## src/rtl/id_stage.sv

```systemverilog
// RV32I decode stage: decodes the IF entry and holds it in a one-entry output register
// toward EX, with valid/ack back-pressure and flush.
module id_stage #(
    parameter bit SUPPORT_FENCE = 1'b1
) (
    input  logic        clk,
    input  logic        rst_i,
    input  logic        flush_i,
    input  logic        valid_i,
    input  logic [31:0] instr_i,
    input  logic [31:0] pc_i,
    output logic        ack_o,
    output logic        valid_o,
    input  logic        ack_i,
    output logic [31:0] pc_o,
    output logic [4:0]  rs1_o,
    output logic [4:0]  rs2_o,
    output logic [4:0]  rd_o,
    output logic        we_o,
    output logic [31:0] imm_o,
    output logic [3:0]  class_o,
    output logic [2:0]  funct3_o,
    output logic        funct7b5_o,
    output logic        illegal_o
);
    localparam logic [3:0] CLS_LUI     = 4'd0;
    localparam logic [3:0] CLS_AUIPC   = 4'd1;
    localparam logic [3:0] CLS_JAL     = 4'd2;
    localparam logic [3:0] CLS_JALR    = 4'd3;
    localparam logic [3:0] CLS_BRANCH  = 4'd4;
    localparam logic [3:0] CLS_LOAD    = 4'd5;
    localparam logic [3:0] CLS_STORE   = 4'd6;
    localparam logic [3:0] CLS_OP_IMM  = 4'd7;
    localparam logic [3:0] CLS_OP      = 4'd8;
    localparam logic [3:0] CLS_FENCE   = 4'd9;
    localparam logic [3:0] CLS_SYSTEM  = 4'd10;
    localparam logic [3:0] CLS_ILLEGAL = 4'd15;

    // Entry k holds the opcode of class k, so a table hit index is the class code.
    localparam int N_OPC = 11;
    localparam logic [N_OPC-1:0][6:0] OPCODE_TABLE = {
        7'b1110011, 7'b0001111, 7'b0110011, 7'b0010011, 7'b0100011, 7'b0000011,
        7'b1100011, 7'b1100111, 7'b1101111, 7'b0010111, 7'b0110111
    };

    logic [6:0] opcode;
    logic [2:0] funct3;
    logic [6:0] funct7;
    logic [4:0] rd_field;
    assign opcode   = instr_i[6:0];
    assign funct3   = instr_i[14:12];
    assign funct7   = instr_i[31:25];
    assign rd_field = instr_i[11:7];

    logic [N_OPC-1:0] opc_hit;
    genvar gi;
    generate
        for (gi = 0; gi < N_OPC; gi++) begin : g_opc
            assign opc_hit[gi] = (opcode == OPCODE_TABLE[gi]);
        end
    endgenerate

    logic [3:0] opc_class;
    always_comb begin
        opc_class = CLS_ILLEGAL;
        for (int k = 0; k < N_OPC; k++) begin
            if (opc_hit[k]) opc_class = 4'(k);
        end
    end

    logic legal;
    always_comb begin
        legal = |opc_hit;
        case (opc_class)
            CLS_JALR:   if (funct3 != 3'd0) legal = 1'b0;
            CLS_BRANCH: if (funct3 == 3'd2 || funct3 == 3'd3) legal = 1'b0;
            CLS_LOAD:   if (funct3 == 3'd3 || funct3 >= 3'd6) legal = 1'b0;
            CLS_STORE:  if (funct3 > 3'd2) legal = 1'b0;
            CLS_OP_IMM: if ((funct3 == 3'd1 && funct7 != 7'h00) ||
                            (funct3 == 3'd5 && funct7 != 7'h00 && funct7 != 7'h20)) legal = 1'b0;
            CLS_OP:     if ((funct7 != 7'h00 && funct7 != 7'h20) ||
                            (funct7 == 7'h20 && funct3 != 3'd0 && funct3 != 3'd5)) legal = 1'b0;
            CLS_FENCE:  if (!SUPPORT_FENCE) legal = 1'b0;
            default: ;
        endcase
    end

    logic [31:0] imm_i, imm_s, imm_b, imm_u, imm_j;
    assign imm_i = {{20{instr_i[31]}}, instr_i[31:20]};
    assign imm_s = {{20{instr_i[31]}}, instr_i[31:25], instr_i[11:7]};
    assign imm_b = {{19{instr_i[31]}}, instr_i[31], instr_i[7], instr_i[30:25], instr_i[11:8], 1'b0};
    assign imm_u = {instr_i[31:12], 12'b0};
    assign imm_j = {{11{instr_i[31]}}, instr_i[31], instr_i[19:12], instr_i[20], instr_i[30:21], 1'b0};

    logic [3:0]  class_next;
    logic [31:0] imm_next;
    logic [4:0]  rs1_next, rs2_next, rd_next;
    logic        we_next;
    logic        use_rs1, use_rs2, writes_rd;
    always_comb begin
        class_next = legal ? opc_class : CLS_ILLEGAL;
        imm_next   = '0;
        use_rs1    = 1'b0;
        use_rs2    = 1'b0;
        writes_rd  = 1'b0;
        case (class_next)
            CLS_LUI, CLS_AUIPC: begin imm_next = imm_u; writes_rd = 1'b1; end
            CLS_JAL:    begin imm_next = imm_j; writes_rd = 1'b1; end
            CLS_JALR, CLS_LOAD, CLS_OP_IMM: begin
                imm_next  = imm_i;
                use_rs1   = 1'b1;
                writes_rd = 1'b1;
            end
            CLS_BRANCH: begin imm_next = imm_b; use_rs1 = 1'b1; use_rs2 = 1'b1; end
            CLS_STORE:  begin imm_next = imm_s; use_rs1 = 1'b1; use_rs2 = 1'b1; end
            CLS_OP:     begin use_rs1 = 1'b1; use_rs2 = 1'b1; writes_rd = 1'b1; end
            CLS_SYSTEM: imm_next = imm_i;
            default: ;
        endcase
        we_next  = writes_rd && (rd_field != 5'd0);
        rd_next  = we_next ? rd_field : 5'd0;
        rs1_next = use_rs1 ? instr_i[19:15] : 5'd0;
        rs2_next = use_rs2 ? instr_i[24:20] : 5'd0;
    end

    logic        valid_reg;
    logic [31:0] pc_reg, imm_reg;
    logic [4:0]  rs1_reg, rs2_reg, rd_reg;
    logic        we_reg, funct7b5_reg, illegal_reg;
    logic [3:0]  class_reg;
    logic [2:0]  funct3_reg;

    assign ack_o = valid_i & (~valid_reg | ack_i) & ~flush_i & ~rst_i;

    always_ff @(posedge clk) begin
        if (rst_i) begin
            valid_reg    <= 1'b0;
            pc_reg       <= '0;
            imm_reg      <= '0;
            rs1_reg      <= '0;
            rs2_reg      <= '0;
            rd_reg       <= '0;
            we_reg       <= 1'b0;
            class_reg    <= '0;
            funct3_reg   <= '0;
            funct7b5_reg <= 1'b0;
            illegal_reg  <= 1'b0;
        end else if (flush_i) begin
            valid_reg <= 1'b0;
        end else if (ack_o) begin
            valid_reg    <= 1'b1;
            pc_reg       <= pc_i;
            imm_reg      <= imm_next;
            rs1_reg      <= rs1_next;
            rs2_reg      <= rs2_next;
            rd_reg       <= rd_next;
            we_reg       <= we_next;
            class_reg    <= class_next;
            funct3_reg   <= funct3;
            funct7b5_reg <= instr_i[30];
            illegal_reg  <= ~legal;
        end else if (ack_i) begin
            valid_reg <= 1'b0;
        end
    end

    assign valid_o    = valid_reg;
    assign pc_o       = pc_reg;
    assign imm_o      = imm_reg;
    assign rs1_o      = rs1_reg;
    assign rs2_o      = rs2_reg;
    assign rd_o       = rd_reg;
    assign we_o       = we_reg;
    assign class_o    = class_reg;
    assign funct3_o   = funct3_reg;
    assign funct7b5_o = funct7b5_reg;
    assign illegal_o  = illegal_reg;
endmodule

```

## config.mk

```make
export PLATFORM = sky130hd
export DESIGN_NAME = id_stage
export DESIGN_NICKNAME = d
export VERILOG_FILES = /design/src/rtl/id_stage.sv
export SDC_FILE = /design/constraint.sdc
export NUM_CORES = 1
export LEC_CHECK = 0
export CAP_MARGIN = 0
export CORE_ASPECT_RATIO = 0.6
export CORE_MARGIN = 1.5
export CORE_UTILIZATION = 40
export DETAILED_ROUTE_END_ITERATION = 7
export DONT_BUFFER_PORTS = 1
export PLACE_DENSITY_LB_ADDON = 0.05
export SLEW_MARGIN = 20
export SYNTH_ARGS = -nofsm -noshare
export SYNTH_HDL_FRONTEND = slang
export SYNTH_SLANG_ARGS = --single-unit
```

## constraint.sdc

```tcl
create_clock -name clk -period 2 [get_ports clk]
set_clock_uncertainty 0.1 [all_clocks]
set_input_delay 0.1 -clock clk [delete_from_list [all_inputs] [get_ports clk]]
set_output_delay 0.1 -clock clk [all_outputs]
set_load 0.02 [all_outputs]
```

After elaboration in Yosys (flattened, before gate mapping)
Index checks and enable logic that the tools add are counted.
Widths: inputs -> output; s select.
Cells by class
  shift-type cells: 0
  add/subtract/negate cells: 0
  bitwise gates (word level): 8
  reductions and logical operators: 24
  magnitude comparators: 2
  divide/modulo/power cells: 0
  equality and inequality tests: 33
  multipliers: 0
  muxes and demuxes: 28
Operators with widths (count)
  $pmux 32 s5: 1
  $mux 4: 12
  $eq 4x3->1 const B: 8
  $eq 7x6->1 const B: 4
  $eq 7x7->1 const B: 4
  $mux 5: 3
  $eq 7x5->1 const B: 2
  $eq 4x2->1 const B: 3
  $eq 4x4->1 const B: 3
  $mux 1: 11
  $reduce_or 11->1: 1
  $eq 7x2->1 const B: 1
  $eq 7x4->1 const B: 1
  $logic_and 1x1->1: 7
  $ne 7x6->1 const B: 1
  $reduce_bool 7->1: 1
  $reduce_or 7->1: 1
  $eq 3x2->1 const B: 2
  $pmux 1 s6: 1
  $reduce_or 6->1: 1
  $reduce_bool 5->1: 1
  $eq 4x1->1 const B: 1
  $logic_not 4->1: 1
  $logic_or 1x1->1: 4
  other kinds (14): 20
Storage, ports and cells
  logic and storage cells: 106
  memories kept: 0
  RAM bits: 0
  output and inout bits: 91
  ROM bits: 0
  bits in latches: 0
  flip-flop bits (word level): 90

Longest topological paths before layout
  depth in word-level cells: 20
  gate-level depth with buffers: 9

Worst setup path after synthesis
No wires, ideal clock.
  path type: input to register
  from: input port instr_i[3]
  to: register imm_reg[25], in the netlist imm_o[25]
  arrival: 1.904 ns
  stages: 9
  required time: 1.778 ns
  setup time: 0.122 ns
  path slack: -0.126 ns
  cell sequence: buf_2 > or3b_1 > a21boi_1 > o21bai_1 > a311oi_2 > o211ai_2 > o31ai_4 > nor2_2 > a221o_1
On the way
  word-level cells in the longest chain between the ends: 18
RTL lines
  from (decl): RTL line 10  | input logic [31:0] instr_i,
  $eq 7x6->1: RTL line 59  | assign opc_hit[gi] = (opcode == OPCODE_TABLE[gi]);
  $mux 4 (11 in a row): RTL line 67  | if (opc_hit[k]) opc_class = 4'(k);
  $eq 4x4->1, or another cell as far along: RTL line 74  | case (opc_class)
  $pmux 1 s6: RTL line 74
  $mux 4 *: RTL line 101  | class_next = legal ? opc_class : CLS_ILLEGAL;
  $eq 4x2->1, or another cell as far along: RTL line 106  | case (class_next)
  $reduce_or 4->1 (no line) / $reduce_or 2->1 (equally long branches)
  $pmux 32 s5 *: RTL line 106
  to (signal assigned): RTL line 153  | imm_reg <= imm_next;
  to (decl): RTL line 127  | logic [31:0] pc_reg, imm_reg;
Mark *: on every way between the ends. The rest lies on a longest branch, timed or not.
A chain may end at the register's enable or synchronous reset.

Worst setup path in the final report
  from: input port instr_i[26]
  to: register imm_reg[26], in the netlist imm_o[26]
On the way
  word-level cells in the longest chain between the ends: 10
RTL lines (RTL line)
  $eq 7x6->1 / $reduce_bool 7->1 (equally long branches)
  $logic_and 1x1->1, on equally long branches (2 in a row): 82, 80
  $logic_or 1x1->1, on equally long branches: 81, 79
  $mux 1, on equally long branches: 81, 79
  $pmux 1 s6: 74
  $mux 4: 101
  $eq 4x2->1, or another cell as far along: 106
  $reduce_or 4->1 (no line) / $reduce_or 2->1 (equally long branches)
  $pmux 32 s5 *: 106
Marks and branches as above.

==> results.md <==
- Run status: finished, final reports clean
- DRC errors left: 0
- Worst Setup End Kind: flop
- DIE WIDTH: 129.9 µm
- Sequential element share of the synthesized area: 46.65%
- Cell variety after synth: 60
- Vias in the first global route: 3505
- Share of the synthesized area in the top cell type: 46.65%
- Antenna-violating nets left: 0
- Routed WL: 12510 µm
- Final setup viols: 0
- Cell count after synthesis: 460
- CTS Buf Count: 9
- Most frequent cell after synthesis: nand2_1
- Post-route minimum period: 1943 ps
- Ranking of synthesized cells by area: dfxtp_1 47%, nand2_1 10%, a21oi_1 6.9%
- Core area: 9290 µm²
- GRT Util Overall: 24.16%
- CP Buf/Inv Count: 0
- Area grow syn2layout: 35.50%
- CP max-delay cell: a311oi_2
- Io pins: 160
- Dpl hpwl: 8642 µm
- Crit path max fanout: 5
- Initial antenna violation count: 0
- Initial DRC count: 321
- Pleak: 0.001934 µW
- Clock latency on the worst-skew pair: 340 ps
- Final Max Tran Viols: 0
- CTS tree: done
- WS Path Type: input port to flop
- Synth warnings: 0
- Final Non-Filler Cells: 678
- Critical Path AT: 2060 ps
- Initial core utilization: 41.58%
- CTS root buffer: clkbuf_16
- Vias: 3824
- Max VDD drop: 0.4801 mV
- Largest net degree at the start of global routing: 49
- Async SR Flop Fraction: 0%
- Port bufs: 0
- Grt total ovfl: 0
- Final Hold Viols: 0
- Worst-Margin Slew: 816.5 ps
- Pre-CTS setup slack: -265.9 ps
- Syn_nets: 529
- CTS max path bufs: 2
- ANT cells: 0
- Unrepaired setup endpoints after global routing: no
- Synthesized cell area: 3862 µm²
- Layout Nets: 612
- Vias per cell: 5.640
- Crit-path cells: or4_1 -> nor3_2 -> a211o_1 -> a311oi_2 -> o211ai_2 -> o31ai_4 -> nor2_2 -> a221o_1
- Min Hold Slack: 28.32 ps
- Final setup margin: 56.75 ps
- # rows: 27
- Max-cap violations: 0
- Fmax: 0.5146 GHz
- First-pass GRT wire length: 18890 µm
- Fin crit share: 97.16%
- DIE HEIGHT: 79.12 µm
- Max stage delay on crit path: 430 ps
- Yosys reg bits: 90
- Pwr/cell area: 760.9 nW/µm²
- GPL Wtd Cong: 0.9980
- Commonest cells post-synth: 106 x nand2_1, 90 x dfxtp_1, 53 x a21oi_1, 21 x nor2_1, 20 x a22o_1
- Top FF cell, synth: dfxtp_1
- HP Class: input port to flop
- Clk sinks: 90
- Wire per inst: 18.45 µm
- Layout cells sized above 1: 14.96%
- Synth area leader: dfxtp_1
- Power Total: 3983 µW
- CP delay by family, top: compound AO/OA/AOI/OAI gates
- Worst setup SP type: input port
- CTS clk-pin slew, worst paths: 60 ps
- Required time worst endpoint: 2120 ps
- Cell total after placement: 596
- Rel. slew slack: 44.16%
- Die Area: 10270 µm²
- Mapped Avg Cell Area: 8.397 µm²
- Post-synth EDFFs: 0
- CTS H-Tree Depth: 3
- DR pass1 iterations: 5
[what timing repair did]
action | 4_1_cts | 5_1_grt
endpoints found under the hold margin | 89 | 6
buffers inserted | 0 | 2
setup endpoints to repair | 0 | 41
hold buffers | 63 | 1
gates resized for setup | 0 | 7
[routing by layer]
layer / wire, µm / GRT usage, % / vias up
met5: 0 / 0 / -
li1: - / - / 1820
met4: 99 / 5.000 / 0
met2: 5139 / 32.70 / 182
met1: 5766 / 34.88 / 1808
met3: 1507 / 10.65 / 14
[state kept, by name, summed over array words and instances, names as in the netlist]
register    count
rs1_o           5
illegal_o       1
pc_o           32
funct7b5_o      1
rs2_o           5
rd_o            5
valid_o         1
we_o            1
imm_o          32
class_o         4
funct3_o        3
[cells in the final DEF (no fill, tap or decap), types with 5 or more instances in the layout]
master         Yosys  layout
inv_1              7       6
a22o_1            20      20
nor2_1            21      18
dlygate4sd3_1      0      62
a32oi_1            5       5
clkbuf_16          0       9
a21oi_1           53      53
a22oi_1           11      11
nand2_1          106     105
a221o_1            5       5
buf_4              1      35
dfxtp_1           90      90
o21ai_0           12      12
nand3_1           19      17
o21ai_1            5       5
[power by group]
| group | switching, µW | internal (µW) | total (µW) |
|---|---|---|---|
| clock | 740 | 990 | 1730 |
| combinational | 185 | 184 | 369 |
| sequential | 59.9 | 1820 | 1880 |
| total | 985 | 3000 | 3980 |
[logic make-up after synthesis]
logic type | synth area share [%]
DFF | 46.65
and+or+nand+nor | 21.15
muxes | 0.5183
buffers and inverters | 3.790
xor gates and xnor gates | 0.2268
AOI/OAI and AO/OA | 27.66
[cell type report]
| class | count | area (µm²) |
|---|---|---|
| Clock buffer | 9 | 225.2 |
| Clock inverter | 7 | 85.08 |
| Fill cell | 845 | 4056 |
| Inverter | 7 | 30.03 |
| Multi-Input combinational cell | 334 | 1974 |
| Sequential cell | 90 | 1802 |
| Tap cell | 130 | 162.7 |
| Timing Repair Buffer | 101 | 954.7 |
[per-stage QoR]
stage                     util (%)  cell area [µm²]  TNS [ps]
after detailed placement     45.40             4218     -8875
after CTS                    55.74             5179         0
after global routing         56.34             5234         0
final                        56.34             5234         0
after floorplan                  -             3910    -478.6
after global placement       45.40             4218     -4595
[final timing paths]
path,depth (start not counted),end,slack (ps),from
min reg2reg,2,we_o,450,we_o
max,8,imm_o[26],60,instr_i[26]
min,3,imm_o[11],30,instr_i[31]
max reg2reg,7,imm_o[26],190,valid_o
[worst reg2reg max path, delay by kind of cell, from the launching register on]
kind	cells	cell delay [ps]
AOI/OAI and AO/OA	1	280
and+or+nand+nor	3	450
DFF	1	330
buffers and inverters	3	530
Note: power is estimated with default switching activity, not from simulation.
